<file path="src/rtl/request_capture_pkg.sv">
// -----------------------------------------------------------------------------
// request_capture_pkg
// Shared definitions for the request capture front end of the 8-input
// priority encoder.
//   NUM_REQ      : number of request lines (bit 7 = a = highest priority)
//   state_e      : grant FSM states (IDLE / GRANT)
//   prio_onehot  : one-hot of the highest set bit, MSB first
// -----------------------------------------------------------------------------
package request_capture_pkg;

  localparam int NUM_REQ = 8;

  typedef enum logic [0:0] {
    ST_IDLE  = 1'b0,
    ST_GRANT = 1'b1
  } state_e;

  // Returns a vector with only the highest-priority (most significant) set
  // bit of req kept; all zero when req is zero.
  function automatic logic [NUM_REQ-1:0] prio_onehot(input logic [NUM_REQ-1:0] req);
    logic [NUM_REQ-1:0] oh;
    logic               found;
    oh    = '0;
    found = 1'b0;
    for (int i = NUM_REQ - 1; i >= 0; i--) begin
      if (req[i] && !found) begin
        oh[i] = 1'b1;
        found = 1'b1;
      end
    end
    return oh;
  endfunction

endpackage

</file>
<file path="src/rtl/sync_edge_8.sv">
// -----------------------------------------------------------------------------
// sync_edge_8
// Per-bit multi-flop synchronizer for the raw request lines followed by a
// prev register; produces a one-cycle rise strobe per bit.
//   clk        in   rising-edge clock
//   rst        in   synchronous, active-high reset
//   in_raw_i   in   raw request lines, asynchronous to clk
//   rise_o     out  rising-edge strobe per bit (sync_out & ~prev)
// Parameter SYNC_STAGES: synchronizer depth, legal range 2..4.
// -----------------------------------------------------------------------------
module sync_edge_8
  import request_capture_pkg::*;
#(
  parameter int SYNC_STAGES = 2
) (
  input  logic               clk,
  input  logic               rst,
  input  logic [NUM_REQ-1:0] in_raw_i,
  output logic [NUM_REQ-1:0] rise_o
);

  logic [NUM_REQ-1:0] sync_out;
  logic [NUM_REQ-1:0] prev_q;

  // One register per synchronizer stage; stage 0 samples the raw lines,
  // every later stage samples the one before it.
  generate
    for (genvar gi = 0; gi < SYNC_STAGES; gi++) begin : g_stage
      logic [NUM_REQ-1:0] stage_q;
      if (gi == 0) begin : g_first
        always_ff @(posedge clk) begin
          if (rst) stage_q <= '0;
          else     stage_q <= in_raw_i;
        end
      end else begin : g_chain
        always_ff @(posedge clk) begin
          if (rst) stage_q <= '0;
          else     stage_q <= g_stage[gi-1].stage_q;
        end
      end
    end
  endgenerate

  assign sync_out = g_stage[SYNC_STAGES-1].stage_q;

  // prev resets to 0, so a line held high through reset release yields
  // exactly one rise event.
  always_ff @(posedge clk) begin
    if (rst) prev_q <= '0;
    else     prev_q <= sync_out;
  end

  assign rise_o = sync_out & ~prev_q;

endmodule

</file>
<file path="src/rtl/request_capture_8.sv">
// -----------------------------------------------------------------------------
// request_capture_8
// Synchronizes eight raw request lines, captures their rising edges as sticky
// pending bits, and presents one pending request at a time (highest priority
// first) as a one-hot grant on a..h with a valid/ready handshake.
//   clk        in   rising-edge clock
//   rst        in   synchronous, active-high reset
//   in_raw     in   [7:0] raw request lines (bit 7 = a ... bit 0 = h)
//   a..h       out  granted request, one-hot or all zero
//   out_valid  out  a grant is presented on a..h
//   out_ready  in   consumer accepts the presented grant
//   pending    out  [7:0] sticky pending events
//   overflow   out  sticky: an event arrived on an already-pending bit
// Parameter SYNC_STAGES: synchronizer depth, legal range 2..4.
// -----------------------------------------------------------------------------
module request_capture_8
  import request_capture_pkg::*;
#(
  parameter int SYNC_STAGES = 2
) (
  input  logic               clk,
  input  logic               rst,
  input  logic [NUM_REQ-1:0] in_raw,
  output logic               a,
  output logic               b,
  output logic               c,
  output logic               d,
  output logic               e,
  output logic               f,
  output logic               g,
  output logic               h,
  output logic               out_valid,
  input  logic               out_ready,
  output logic [NUM_REQ-1:0] pending,
  output logic               overflow
);

  logic [NUM_REQ-1:0] rise;
  logic [NUM_REQ-1:0] clear;

  state_e             state_q,    state_d;
  logic [NUM_REQ-1:0] grant_q,    grant_d;
  logic [NUM_REQ-1:0] pending_q,  pending_d;
  logic               overflow_q, overflow_d;

  sync_edge_8 #(
    .SYNC_STAGES(SYNC_STAGES)
  ) u_sync_edge (
    .clk      (clk),
    .rst      (rst),
    .in_raw_i (in_raw),
    .rise_o   (rise)
  );

  // Grant FSM. Priority is only evaluated in IDLE, so a higher-priority
  // event arriving during GRANT waits for the current grant to be accepted.
  always_comb begin
    state_d = state_q;
    grant_d = grant_q;
    clear   = '0;
    case (state_q)
      ST_IDLE: begin
        if (|pending_q) begin
          clear   = prio_onehot(pending_q);
          grant_d = clear;
          state_d = ST_GRANT;
        end
      end
      ST_GRANT: begin
        if (out_ready) begin
          grant_d = '0;
          state_d = ST_IDLE;
        end
      end
      default: begin
        grant_d = '0;
        state_d = ST_IDLE;
      end
    endcase

    // A rise in the same cycle as the clear wins, so an event on the bit
    // being granted right now is kept as a fresh pending event.
    pending_d  = (pending_q & ~clear) | rise;
    overflow_d = overflow_q | (|(rise & pending_q & ~clear));
  end

  always_ff @(posedge clk) begin
    if (rst) begin
      state_q    <= ST_IDLE;
      grant_q    <= '0;
      pending_q  <= '0;
      overflow_q <= 1'b0;
    end else begin
      state_q    <= state_d;
      grant_q    <= grant_d;
      pending_q  <= pending_d;
      overflow_q <= overflow_d;
    end
  end

  // grant_q is zero whenever the FSM is in IDLE, so a..h never show a
  // request while out_valid is low.
  assign out_valid = (state_q == ST_GRANT);
  assign {a, b, c, d, e, f, g, h} = grant_q;
  assign pending  = pending_q;
  assign overflow = overflow_q;

endmodule

</file>
<file path="config.mk">
export PLATFORM = sky130hd
export DESIGN_NAME = request_capture_8
export DESIGN_NICKNAME = d
export VERILOG_FILES = /design/src/rtl/request_capture_pkg.sv /design/src/rtl/sync_edge_8.sv /design/src/rtl/request_capture_8.sv
export SDC_FILE = /design/constraint.sdc
export NUM_CORES = 1
export LEC_CHECK = 0
export CORE_ASPECT_RATIO = 1.75
export CORE_MARGIN = 10
export CORE_UTILIZATION = 40
export CTS_CLUSTER_DIAMETER = 80
export DETAILED_ROUTE_END_ITERATION = 8
export PLACE_DENSITY = 0.62
export SETUP_SLACK_MARGIN = 0.4
export SLEW_MARGIN = 20
export SYNTH_ARGS = -nofsm -noshare
export SYNTH_HDL_FRONTEND = slang
export SYNTH_SLANG_ARGS = --single-unit
</file>
<file path="constraint.sdc">
create_clock -name clk -period 1.9 [get_ports clk]
set_input_delay 0.38 -clock clk [delete_from_list [all_inputs] [get_ports clk]]
set_output_delay 0.38 -clock clk [all_outputs]
set_load 0.01 [all_outputs]
</file>
==> impl_results.md <==
- Status: complete, no violations
- Max-Cap Viols: 0
- Syn avg cell area: 10.2 um^2
- Chip Height: 99.0 um
- DP HPWL: 2230 um
- Starting Density: 41.9%
- Fin nets: 186
- Post-synthesis xor/xnor area fraction: 0%
- Compound-Gate Fraction of Synth Area: 15.2%
- Synth Warn #: 0
- Gr usage total: 10.1%
- Min-delay worst type: flip-flop to flip-flop
- CP Max Fanout: 4
- Setup crit start kind: flip-flop
- Worst IR Drop VDD: 0.618 mV
- Hold Fails Final Rpt: 0
- Num ports: 29
- Routed wire length: 3020 um
- Die area: 6440 um^2
- CTS Buf Count: 5
- Area delta synth->final: 32.9%
- Post-route DRC: 0
- Fin. max-slew vios: 0
- Power Density: 957 nW/um^2
- Starting DRT DRC Count: 21
- Clock slew at reported path FFs: 80 ps
- Slowest cell on crit path: or4_4
- Hold_sp: u_sync_edge.g_stage[0].stage_q[4]
- Clock tree buffer depth: 2
- Kind of critical path: flip-flop to flip-flop
- GPL Wtd Cong: 0.944
- Cell leakage power: 0.000792 uW
- Final TNS setup: 0 ps
- Antenna-violating nets left: 0
- Area after DPL: 1770 um^2
- Fraction of the mapped netlist area in adder cells: 0%
- Crit. Startpoint: pending[2]
- Commonest non-fill, non-tap cells in the layout: dfxtp_1 (35), nor2b_1 (28), dlygate4sd2_1 (17)
- Worst Tran Pin Value: 341 ps
- # setup viols final: 0
- First-pass GRT wire length: 5090 um
- Vias per cell: 5.00
- # diodes: 0
- Routed wire per std cell: 13.7 um
- CP max stage delay: 570 ps
- Layout cells sized above 1: 12.5%
- Post-Syn Nets: 151
- Distinct cells, synth: 28
- Largest family of logic cells by synthesized area: simple AND/OR/NAND/NOR gates
- Unrepaired setup endpoints after global routing: yes
- Synth Area in Simple Gates: 23.1%
- Final min period: 1600 ps
- TritonRoute pass-1 iters: 4
- Critical Path Sink Type: flip-flop
- Port buffer count: 28
- Reg2Reg Launch Point: pending[2]
- CTS tree: done
- Vias in the first global route: 1149
- Largest net degree at the start of global routing: 17
- Final Cycle Share: 84.4%
- Clock skew: 7.74 ps
- Design area: 1890 um^2
- Clock root cell: clkbuf_8
- Die X: 65.1 um
- Initial antenna violation count: 0
- Fillers: 342
- Worst-skew pair later-pin latency: 290 ps
- Worst slew margin: 77.1%
- CTS H-tree lvls: 2
- Via count: 1104
- Most common cell after layout, fill and taps aside: dfxtp_1
- Syn Inst Count: 140
- GR Overflow Total: 0
- Register area share after synthesis: 59.0%
- Crit path cell chain: or4_4 -> or2_1 -> a32oi_1 -> a41oi_1
- Arrival time at the worst endpoint: 1760 ps
- Mux share of post-synthesis cell area: 0%
- Row Count: 28
- CP required: 2060 ps
- Flops & latches, synth: 42
- Layout Utilization: 55.7%
- Core area: 3400 um^2
- Clk sinks: 42
- Mapped cell area: 1430 um^2
- Achievable Freq: 624 MHz
per-layer routing:
metal | vias up | GRT usage, % | share of wire, %
li1 | 550 | - | -
met1 | 519 | 9.50 | 39
met3 | 10 | 4.31 | 5.6
met5 | - | 0 | 0
met2 | 25 | 17.0 | 51
met4 | 0 | 7.28 | 4.0
path summary, 6_finish.rpt:
path,to,depth (start not counted),slack [ps]
setup reg to reg,overflow,4,300
hold reg to reg,u_sync_edge.g_stage[1].stage_q[4],1,440
setup / recovery,overflow,4,300
hold / removal,u_sync_edge.g_stage[1].stage_q[4],1,440
where the power goes:
part	switching, uW	total, uW	internal [uW]
clock network	286	679	393
logic	92.9	188	95.1
registers	28.4	946	918
total	408	1810	1410
layout make-up:
type | count | area, um^2 | share of cell area (%)
Sequential cell | 42 | 857 | 45.2
Tap cell | 45 | 56.3 | 2.97
Multi-Input combinational cell | 88 | 557 | 29.4
Clock inverter | 1 | 30.0 | 1.59
Inverter | 5 | 18.8 | 0.991
Clock buffer | 7 | 76.3 | 4.03
Timing Repair Buffer | 33 | 299 | 15.8
cells in the mapped netlist:
master    number  share of area (%)
o22ai_1        2               0.88
a221oi_1       1               0.61
nor3_1         2               0.70
o221ai_1       1               0.61
or4_4          1               0.79
a41oi_1        1               0.61
or3_1          1               0.44
or2_1          1               0.44
o21a_2         1               0.61
and2_1         2               0.88
nand2b_1       5                2.2
a21oi_1        9                3.2
nor2_1         7                1.8
inv_1          5                1.3
o21a_1         1               0.53
nand3b_1       2                1.1
nor4_1         2               0.88
nand2_1        6                1.6
clkbuf_1       4                1.1
buf_2          1               0.35
dfxtp_1       42                 59
o211ai_1       1               0.53
o21ai_0        5                1.8
nor2b_1       28                 12
a22o_1         2                1.2
a211oi_1       1               0.53
a32oi_1        1               0.61
a32o_1         5                3.5
critical path, delay by kind of cell (launching register included):
| kind | cells | cell delay [ps] |
|---|---|---|
| AOI/OAI and AO/OA | 2 | 310 |
| DFF | 1 | 350 |
| and+or+nand+nor | 2 | 810 |
repair_timing:
action / 4_1_cts / 5_1_grt
gates resized for setup: 28 / 1
hold buffers: 0 / 0
buffers inserted: 1 / 0
pin swaps: 6 / 1
hold endpoints to repair: 0 / 0
setup endpoints to repair: 29 / 12
metrics by stage:
step | std cells | total power [uW] | worst slack [ps] | hold WS, ps
after global routing | 221 | 1900 | 251 | 462
after floorplan | 140 | 1070 | 364 | 414
after detailed placement | 212 | 1160 | 306 | 429
after CTS | 221 | 1840 | 259 | 447
after global placement | 212 | 1150 | 344 | 417
final | 221 | 1810 | 296 | 440
registers in the layout, indices dropped and copies added (netlist names):
register,flops
grant_q,8
out_valid,1
overflow,1
pending,8
u_sync_edge.g_stage.stage_q,16
u_sync_edge.prev_q,8
logic make-up (layout without fill, tap and decap cells):
logic type	Yosys count	count (layout)
AOI/OAI and AO/OA	31	31
buffers and inverters	10	46
DFF	42	42
and+or+nand+nor	57	57
Power figures use the tool's default switching activity.
